$ cat config.mk
export PLATFORM = sky130hd
export DESIGN_NAME = wb_arbiter_rr
export DESIGN_NICKNAME = d
export VERILOG_FILES = /design/src/rtl/wb_arbiter_rr.sv
export SDC_FILE = /design/constraint.sdc
export NUM_CORES = 1
export LEC_CHECK = 0
export CAP_MARGIN = 20
export CELL_PAD_IN_SITES_DETAIL_PLACEMENT = 0
export CELL_PAD_IN_SITES_GLOBAL_PLACEMENT = 2
export CORE_AREA = 2 2 174 176
export DETAILED_ROUTE_END_ITERATION = 8
export DIE_AREA = 0 0 176 178
export PLACE_DENSITY_LB_ADDON = 0.1
export SKIP_CTS_REPAIR_TIMING = 1
export SLEW_MARGIN = 20
export SYNTH_ARGS = -nofsm -noshare
export SYNTH_HDL_FRONTEND = slang
export SYNTH_SLANG_ARGS = --single-unit
$ cat constraint.sdc
create_clock -name sys_clk -period 4.26 [get_ports sys_clk]
set_input_delay 1.278 -clock sys_clk [delete_from_list [all_inputs] [get_ports sys_clk]]
set_output_delay 1.278 -clock sys_clk [all_outputs]
set_load 0.005 [all_outputs]
$ cat src/rtl/wb_arbiter_rr.sv
// wb_arbiter_rr: N-master to 1-slave Wishbone arbiter with round-robin grant
// held for the whole bus cycle, plus a watchdog that aborts a stalled strobe.
//
// Handshake: a master owns the bus while it holds CYC and its index is the
// grant. A transfer is offered while the slave-side CYC and STB are both
// high, and it completes on the first cycle the slave raises ACK or ERR.
// Masters must hold address, data and controls stable until then. A watchdog
// abort completes the transfer with ERR on the arbiter's own authority.
module wb_arbiter_rr #(
    parameter int NUM_MASTERS = 4,
    parameter int ADR_WIDTH   = 30,
    parameter int DAT_WIDTH   = 32,
    parameter int TIMEOUT     = 1024
) (
    input  logic                                 sys_clk,
    input  logic                                 sys_rst,
    input  logic [NUM_MASTERS-1:0]               m_cyc_i,
    input  logic [NUM_MASTERS-1:0]               m_stb_i,
    input  logic [NUM_MASTERS-1:0]               m_we_i,
    input  logic [NUM_MASTERS*ADR_WIDTH-1:0]     m_adr_i,
    input  logic [NUM_MASTERS*DAT_WIDTH-1:0]     m_dat_i,
    input  logic [NUM_MASTERS*DAT_WIDTH/8-1:0]   m_sel_i,
    input  logic [NUM_MASTERS*3-1:0]             m_cti_i,
    input  logic [NUM_MASTERS*2-1:0]             m_bte_i,
    output logic [DAT_WIDTH-1:0]                 m_dat_o,
    output logic [NUM_MASTERS-1:0]               m_ack_o,
    output logic [NUM_MASTERS-1:0]               m_err_o,
    output logic                                 s_cyc_o,
    output logic                                 s_stb_o,
    output logic                                 s_we_o,
    output logic [ADR_WIDTH-1:0]                 s_adr_o,
    output logic [DAT_WIDTH-1:0]                 s_dat_o,
    output logic [DAT_WIDTH/8-1:0]               s_sel_o,
    output logic [2:0]                           s_cti_o,
    output logic [1:0]                           s_bte_o,
    input  logic [DAT_WIDTH-1:0]                 s_dat_i,
    input  logic                                 s_ack_i,
    input  logic                                 s_err_i,
    output logic [$clog2(NUM_MASTERS)-1:0]       grant_o,
    output logic                                 timeout_o
);

    localparam int GW = $clog2(NUM_MASTERS);
    localparam int SW = DAT_WIDTH / 8;

    logic [GW-1:0] grant_q;
    logic [GW-1:0] grant_d;
    logic [GW-1:0] cand;
    int            idx;
    logic          found;
    logic          abort_q;

    // Round-robin search: keep the owner while it holds CYC, otherwise pick
    // the first requester after the owner, wrapping from N-1 back to 0.
    always_comb begin
        grant_d = grant_q;
        cand    = '0;
        idx     = 0;
        found   = 1'b0;
        if (!m_cyc_i[grant_q]) begin
            for (int k = 1; k < NUM_MASTERS; k++) begin
                idx = int'(grant_q) + k;
                if (idx >= NUM_MASTERS) begin
                    idx = idx - NUM_MASTERS;
                end
                cand = GW'(idx);
                if (!found && m_cyc_i[cand]) begin
                    grant_d = cand;
                    found   = 1'b1;
                end
            end
        end
    end

    // Grant register; abort does not influence arbitration.
    always_ff @(posedge sys_clk or posedge sys_rst) begin
        if (sys_rst) begin
            grant_q <= '0;
        end else begin
            grant_q <= grant_d;
        end
    end

    // Slave side follows the granted master; CYC/STB are killed during abort.
    always_comb begin
        s_adr_o = m_adr_i[int'(grant_q)*ADR_WIDTH +: ADR_WIDTH];
        s_dat_o = m_dat_i[int'(grant_q)*DAT_WIDTH +: DAT_WIDTH];
        s_sel_o = m_sel_i[int'(grant_q)*SW +: SW];
        s_cti_o = m_cti_i[int'(grant_q)*3 +: 3];
        s_bte_o = m_bte_i[int'(grant_q)*2 +: 2];
        s_we_o  = m_we_i[grant_q];
        s_cyc_o = m_cyc_i[grant_q] & ~abort_q;
        s_stb_o = m_stb_i[grant_q] & ~abort_q;
    end

    // Responses go only to the granted master; abort turns into ERR and
    // swallows any late ACK. ACK and ERR together are passed on unchanged.
    always_comb begin
        m_dat_o          = s_dat_i;
        m_ack_o          = '0;
        m_err_o          = '0;
        m_ack_o[grant_q] = s_ack_i & ~abort_q;
        m_err_o[grant_q] = (s_err_i & ~abort_q) | abort_q;
    end

    generate
        if (TIMEOUT > 0) begin : g_wd
            localparam int CW = $clog2(TIMEOUT + 1);

            logic          stall;
            logic [CW-1:0] wd_q;
            logic [CW-1:0] wd_d;
            logic          abort_d;

            assign stall = s_cyc_o & s_stb_o & ~s_ack_i & ~s_err_i;

            // Count consecutive stalled cycles; the TIMEOUT-th one fires abort.
            // Abort forces STB low, so the flag drops again after one cycle.
            always_comb begin
                wd_d    = '0;
                abort_d = 1'b0;
                if (stall) begin
                    if (wd_q == CW'(TIMEOUT - 1)) begin
                        abort_d = 1'b1;
                    end else begin
                        wd_d = wd_q + CW'(1);
                    end
                end
            end

            // Watchdog counter and abort flag registers.
            always_ff @(posedge sys_clk or posedge sys_rst) begin
                if (sys_rst) begin
                    wd_q    <= '0;
                    abort_q <= 1'b0;
                end else begin
                    wd_q    <= wd_d;
                    abort_q <= abort_d;
                end
            end
        end else begin : g_no_wd
            assign abort_q = 1'b0;
        end
    endgenerate

    assign grant_o   = grant_q;
    assign timeout_o = abort_q;

endmodule

==> impl_metrics.tcl <==
set metrics [dict create \
    final-setup-viol-count 0 \
    pwr_density_cell_nw_per_um2 429 \
    die-area_um2 31300 \
    place.gp.congestion 0.791 \
    place_area_um2 7080 \
    whs_ns 0.519 \
    hp-class "flip-flop to flip-flop" \
    rsz0062_at_grt "no" \
    cp-end-kind "output pin" \
    p_int_mw 2.02 \
    p_seq_share_pct 9.2 \
    power_leakage_nw 2.52 \
    finalMaxSlewViolations 0 \
    worstMarginPinSlew_ns 0.566 \
    hold_viol_final 0 \
    clock_sinks 14 \
    start_util_pct 9.95 \
    finalCritPeriodShare_pct 95.7 \
    relSlewSlack_pct 62.2 \
    num_rows 63 \
    grtUsageTotal_pct 11.9 \
    place_inst 958 \
    instances_no_fill 965 \
    hold_path_end "g_wd.wd_q[10]" \
    io_buffers 384 \
    crit_type "input port to output pin" \
    worst_setup_path_start_kind "input port" \
    final_antenna_net_count 0 \
    pwr-share-clk_pct 6.4 \
    grt_pass1_wl_um 27400 \
    drt_wl_total_um 19800 \
    total_power_mw 3.07 \
    yosysSeqAreaShare_pct 12.0 \
    grt_pass1_vias 4090 \
    final_area_um2 7170 \
    status "complete, no violations" \
    worst_ep_required_time_ns 2.98 \
    rr_endpoint "grant_o[1]" \
    grt_max_degree 39 \
    cp.arrival_ns 2.80 \
    synthCells 223 \
    fmax_mhz 245 \
    sw_frac_of_total_pct 34.3 \
    synth_cell_types 33 \
    drt_iter0_drc 99 \
    avgSynthCellArea_um2 13.1 \
    worstHoldPathCells 1 \
    fill_cells 3117 \
    drc 0 \
    die_width_um 176 \
    cts_buffers 3 \
    r2r_start "grant_o[0]" \
    hold_start "g_wd.wd_q[10]" \
    fin_util_pct 24.4 \
    fin_tns_setup_ns 0 \
    drtPass1Iterations 4 \
    power.switching_mw 1.06 \
    cap_viol_max_count 0 \
    worst_slack_ns 0.182 \
    vias_per_cell 3.66 \
    finClkSkew_ns 0.00140 \
    r2r_setup_slack_ns 1.47 \
    fp.coreArea_um2 29400 \
    nets 910 \
    insertion_delay_ns 0.24 \
    area_growth_pct 145 \
    syn_nets 560 \
    synth_seq_cells 14 \
    place_ws_ns 0.177 \
    cp_max_fo 2 \
    avgRoutedWirePerCell_um 20.5 \
    drive_above_1_share_pct 17.0 \
    clk_pin_slew_ns 0.05 \
    clock-root-buffer "clkbuf_16" \
    multi_input_area_um2 2220 \
    seq_area_um2 358 \
    cts_tree "built" \
    pwr-share-comb_pct 84.4 \
    irDropWorstVdd_mv 0.163 \
    antenna_found_initial 5 \
    vias 3536 \
    gr-total-overflow 0 \
    h-tree-depth 1 \
    layout_min_cycle_time_ns 4.08 \
    dp_hpwl_um 17900 \
    io_pins 449 \
    rr_worst_depth 7 \
    synth_warnings 0 \
    die_y_um 178 \
    synth_area_um2 2920 \
    clockBufferDepth 2 \
]
[cell families after synthesis]
logic type | share of synthesized area [%]
and+or+nand+nor | 9.88
AOI/OAI and AO/OA | 1.75
buffers and inverters | 12.0
adders and majority gates | 2.14
muxes | 59.9
xor gates and xnor gates | 2.40
DFF | 12.0
[metal layers]
layer  vias to the layer above  GRT usage (%)  share of wire (%)
met1                      1724           11.5                 32
met5                         -              0               0.23
met3                        16           3.99                8.5
met4                         6           2.10                1.2
met2                       194           24.5                 59
li1                       1596              -                  -
[final cells by class]
class / count / share of cell area (%)
antenna: 3 / 0.105
clock buffer: 4 / 1.24
inverter: 4 / 0.209
multi-input combinational: 153 / 31.0
sequential: 14 / 4.99
tap: 390 / 6.80
timing repair buffer: 397 / 55.7
[cells in the mapped netlist, drive strengths merged]
cell	instances	area (um2)
ha	5	62.6
nand4	4	25.0
nand3b	1	7.51
nand3	6	30.0
o211ai	2	15.0
or4b	1	10.0
mux2	1	11.3
dfrtp	14	350
mux4	75	1690
or4bb	1	11.3
and4	1	8.76
a21oi	2	10.0
buf	43	302
and4b	1	10.0
or3	1	6.26
nor3	2	10.0
nand2	4	15.0
or3b	1	8.76
nor2b	7	43.8
xor2	7	61.3
inv	4	15.0
or4	1	7.51
o211a	1	10.0
and2	4	25.0
xnor2	1	8.76
and3	4	25.0
o21ai	2	10.0
mux2i	5	50.1
nor2	12	45.0
clkbuf	9	33.8
a31oi	1	6.26
[power by group through the flow]
| stage | registers (mW) | clock network, mW | logic (mW) |
|---|---|---|---|
| 2_1_floorplan | 0.160 | 0 | 1.30 |
| 3_3_place_gp | 0.300 | 0 | 2.68 |
| 3_5_place_dp | 0.301 | 0 | 2.66 |
| 4_1_cts | 0.299 | 0.200 | 2.68 |
| 5_1_grt | 0.305 | 0.207 | 2.78 |
| 6_report | 0.283 | 0.196 | 2.60 |
[sequential cells by signal (all words and copies together) (netlist names)]
name and cells:
g_wd.wd_q 11, grant_o 2, timeout_o 1
[cells in the final DEF (no fill, tap or decap), drive strengths merged, types with 5 or more instances in the layout]
master	count
nor2	12
buf	13
nand3	6
dfrtp	14
ha	5
mux4	75
nor2b	7
mux2i	5
clkdlybuf4s50	384
xor2	7
[worst max-delay path: stages]
cell,delay [ns]
clkdlybuf4s50_1,0.44
mux4_2,0.50
nor2b_1,0.15
clkdlybuf4s50_1,0.44
[how the worst max path moves through the flow]
stage / from / endpoint / slack, ns / depth (start not counted)
2_1_floorplan: m_cyc_i[3] / s_cyc_o / 1.03 / 2
3_3_place_gp: m_cyc_i[3] / s_cyc_o / 0.15 / 4
3_5_place_dp: m_cyc_i[3] / s_cyc_o / 0.18 / 4
4_1_cts: m_cyc_i[3] / s_cyc_o / 0.18 / 4
5_1_grt: m_cyc_i[3] / s_cyc_o / 0.12 / 4
6_report: m_cyc_i[3] / s_cyc_o / 0.18 / 4
Power figures use the tool's default switching activity.
==> edit: new RTL, same flow settings <==
The parameter `NUM_MASTERS` goes from 4 to 2.
--- a/src/rtl/wb_arbiter_rr.sv
+++ b/src/rtl/wb_arbiter_rr.sv
@@ -7,7 +7,7 @@
 // Masters must hold address, data and controls stable until then. A watchdog
 // abort completes the transfer with ERR on the arbiter's own authority.
 module wb_arbiter_rr #(
-    parameter int NUM_MASTERS = 4,
+    parameter int NUM_MASTERS = 2,
     parameter int ADR_WIDTH   = 30,
     parameter int DAT_WIDTH   = 32,
     parameter int TIMEOUT     = 1024
Ports: changed (11 resized); port bits go from 449 to 296. The function was not compared with the original's and may differ.
==> edit against the original RTL <==
  * Setup slack improved by 0.13 ns
  * Synthesized area shrank 38%
  * Sequential cell count down 1
  * Cell area fell by 38%
  * Clock power decreased by 9%
  * Power is 76% lower
  * Utilization down 9.4 points
  * Sequential power decreased by 49%
  * Routed wire length down 46%
  * Combinational power is 84% lower
==> edit: results (changes against the original RTL) <==
metric	value	unit	change
status	finished, final reports clean		unchanged
Post-Syn Nets	365		was 560
Seq/Total Area, Yosys	0.1799		was 0.1198
Arrival @ worst endpoint	2.67	ns	was 2.80 ns
Worst-path clk slew	0.04	ns	
worst min-delay path class	reg -> reg		unchanged
Final setup violation count	0		unchanged
Post-Place Setup Slack	0.2130	ns	was 0.1774 ns
IO buf count	231		was 384
# placed instances	762		was 958
clock skew	0.002748	ns	was 0.001400 ns
max FFs per register	11		unchanged
dpl cell area	4342	µm²	was 7076 µm²
total CTS buffers	3		unchanged
Post-Synthesis Cells	180		was 223
H-tree Lvls	1		unchanged
antenna fix cells	0		was 3
Yosys cell types	31		was 33
Async SR Flop Fraction	1.000		unchanged
most common library cells after synthesis	mux2_2 (72), buf_4 (33), dfrtp_1 (13)		was mux4_2 (75), buf_4 (32), dfrtp_1 (14)
Worst Tran Pin Value	0.7461	ns	was 0.5664 ns
Initial DRT Pass Iterations	4		unchanged
Max clock buf depth	2		unchanged
Nets	562		was 910
Leak	1.494	nW	was 2.516 nW
initial antenna violation count	1		was 5
pin count of the biggest net entering global routing	52		was 39
gr usage total	0.06227		was 0.1193
Synth Flop Type	dfrtp_1		unchanged
first-pass GRT wire length	14.35	mm	was 27.37 mm
WL final	10.61	mm	was 19.81 mm
Synth area leaders	mux2_2 (45%), dfrtp_1 (18%), buf_4 (14%)		was mux4_2 (58%), dfrtp_1 (12%), buf_4 (8.2%)
layout cell share with drive strength beyond 1	0.2340		was 0.1696
VDD IR max	0.09360	mV	was 0.1631 mV
1st-iter DRT viols	29		was 99
root buf cell	clkbuf_16		unchanged
RePlAce Congestion	0.6818		was 0.7908
critical path fanouts, max	3		was 2
hpwl dp	9.244	mm	was 17.89 mm
Reg with most FFs	g_wd.wd_q		unchanged
DR vias	2150		was 3536
DR WL/cell	13.85	µm	was 20.53 µm
Yosys warning count	0		unchanged
Worst-Skew Late Latency	0.24	ns	about the same
edit: worst paths after layout:
check                                       startpoint  slack (ns)                      to  depth (start not counted)
worst max-delay path                           s_ack_i        0.32              m_ack_o[0]                          3
worst min-delay path            g_wd.wd_q[0]$_DFF_PP0_        0.55  g_wd.wd_q[0]$_DFF_PP0_                          1
worst max register to register     grant_o$_DFFE_PP0P_        2.05  g_wd.wd_q[5]$_DFF_PP0_                          3
worst min register to register  g_wd.wd_q[0]$_DFF_PP0_        0.55  g_wd.wd_q[0]$_DFF_PP0_                          1
max in group asynchronous                      sys_rst        2.45     grant_o$_DFFE_PP0P_                          2
min in group asynchronous                      sys_rst        1.39  g_wd.wd_q[4]$_DFF_PP0_                          2
edit: logic make-up after synthesis:
kind of cell | count (synthesis) | share of synthesized area
xor+xnor | 3 | 0.01454
simple gates | 33 | 0.1266
buf+inv | 45 | 0.1682
flops | 13 | 0.1799
mux | 74 | 0.4595
compound gates | 10 | 0.03876
fa+ha+maj | 2 | 0.01246
edit: final cells by class:
type,instances,area [µm²]
multi-input combinational,122,1179
sequential,13,329.1
timing repair buffer,234,2335
inverter,3,11.26
tap,390,488.0
clock buffer,4,78.83
fill,3320,24980
edit: routing by layer:
layer	share of wire	track usage	vias to the layer above
met2	0.57	0.1270	143
met1	0.30	0.05601	981
met3	0.12	0.02621	14
met4	0.012	0.01481	0
met5	0	0	-
li1	-	-	1012
edit: power breakdown:
part | internal (mW) | switching, mW
registers | 0.126 | 0.0199
logic | 0.320 | 0.105
clock network | 0.126 | 0.0514
edit: critical path, cell delays in order:
cell	delay (ns)
clkdlybuf4s50_1	0.49
nor3b_1	0.29
clkdlybuf4s50_1	0.61
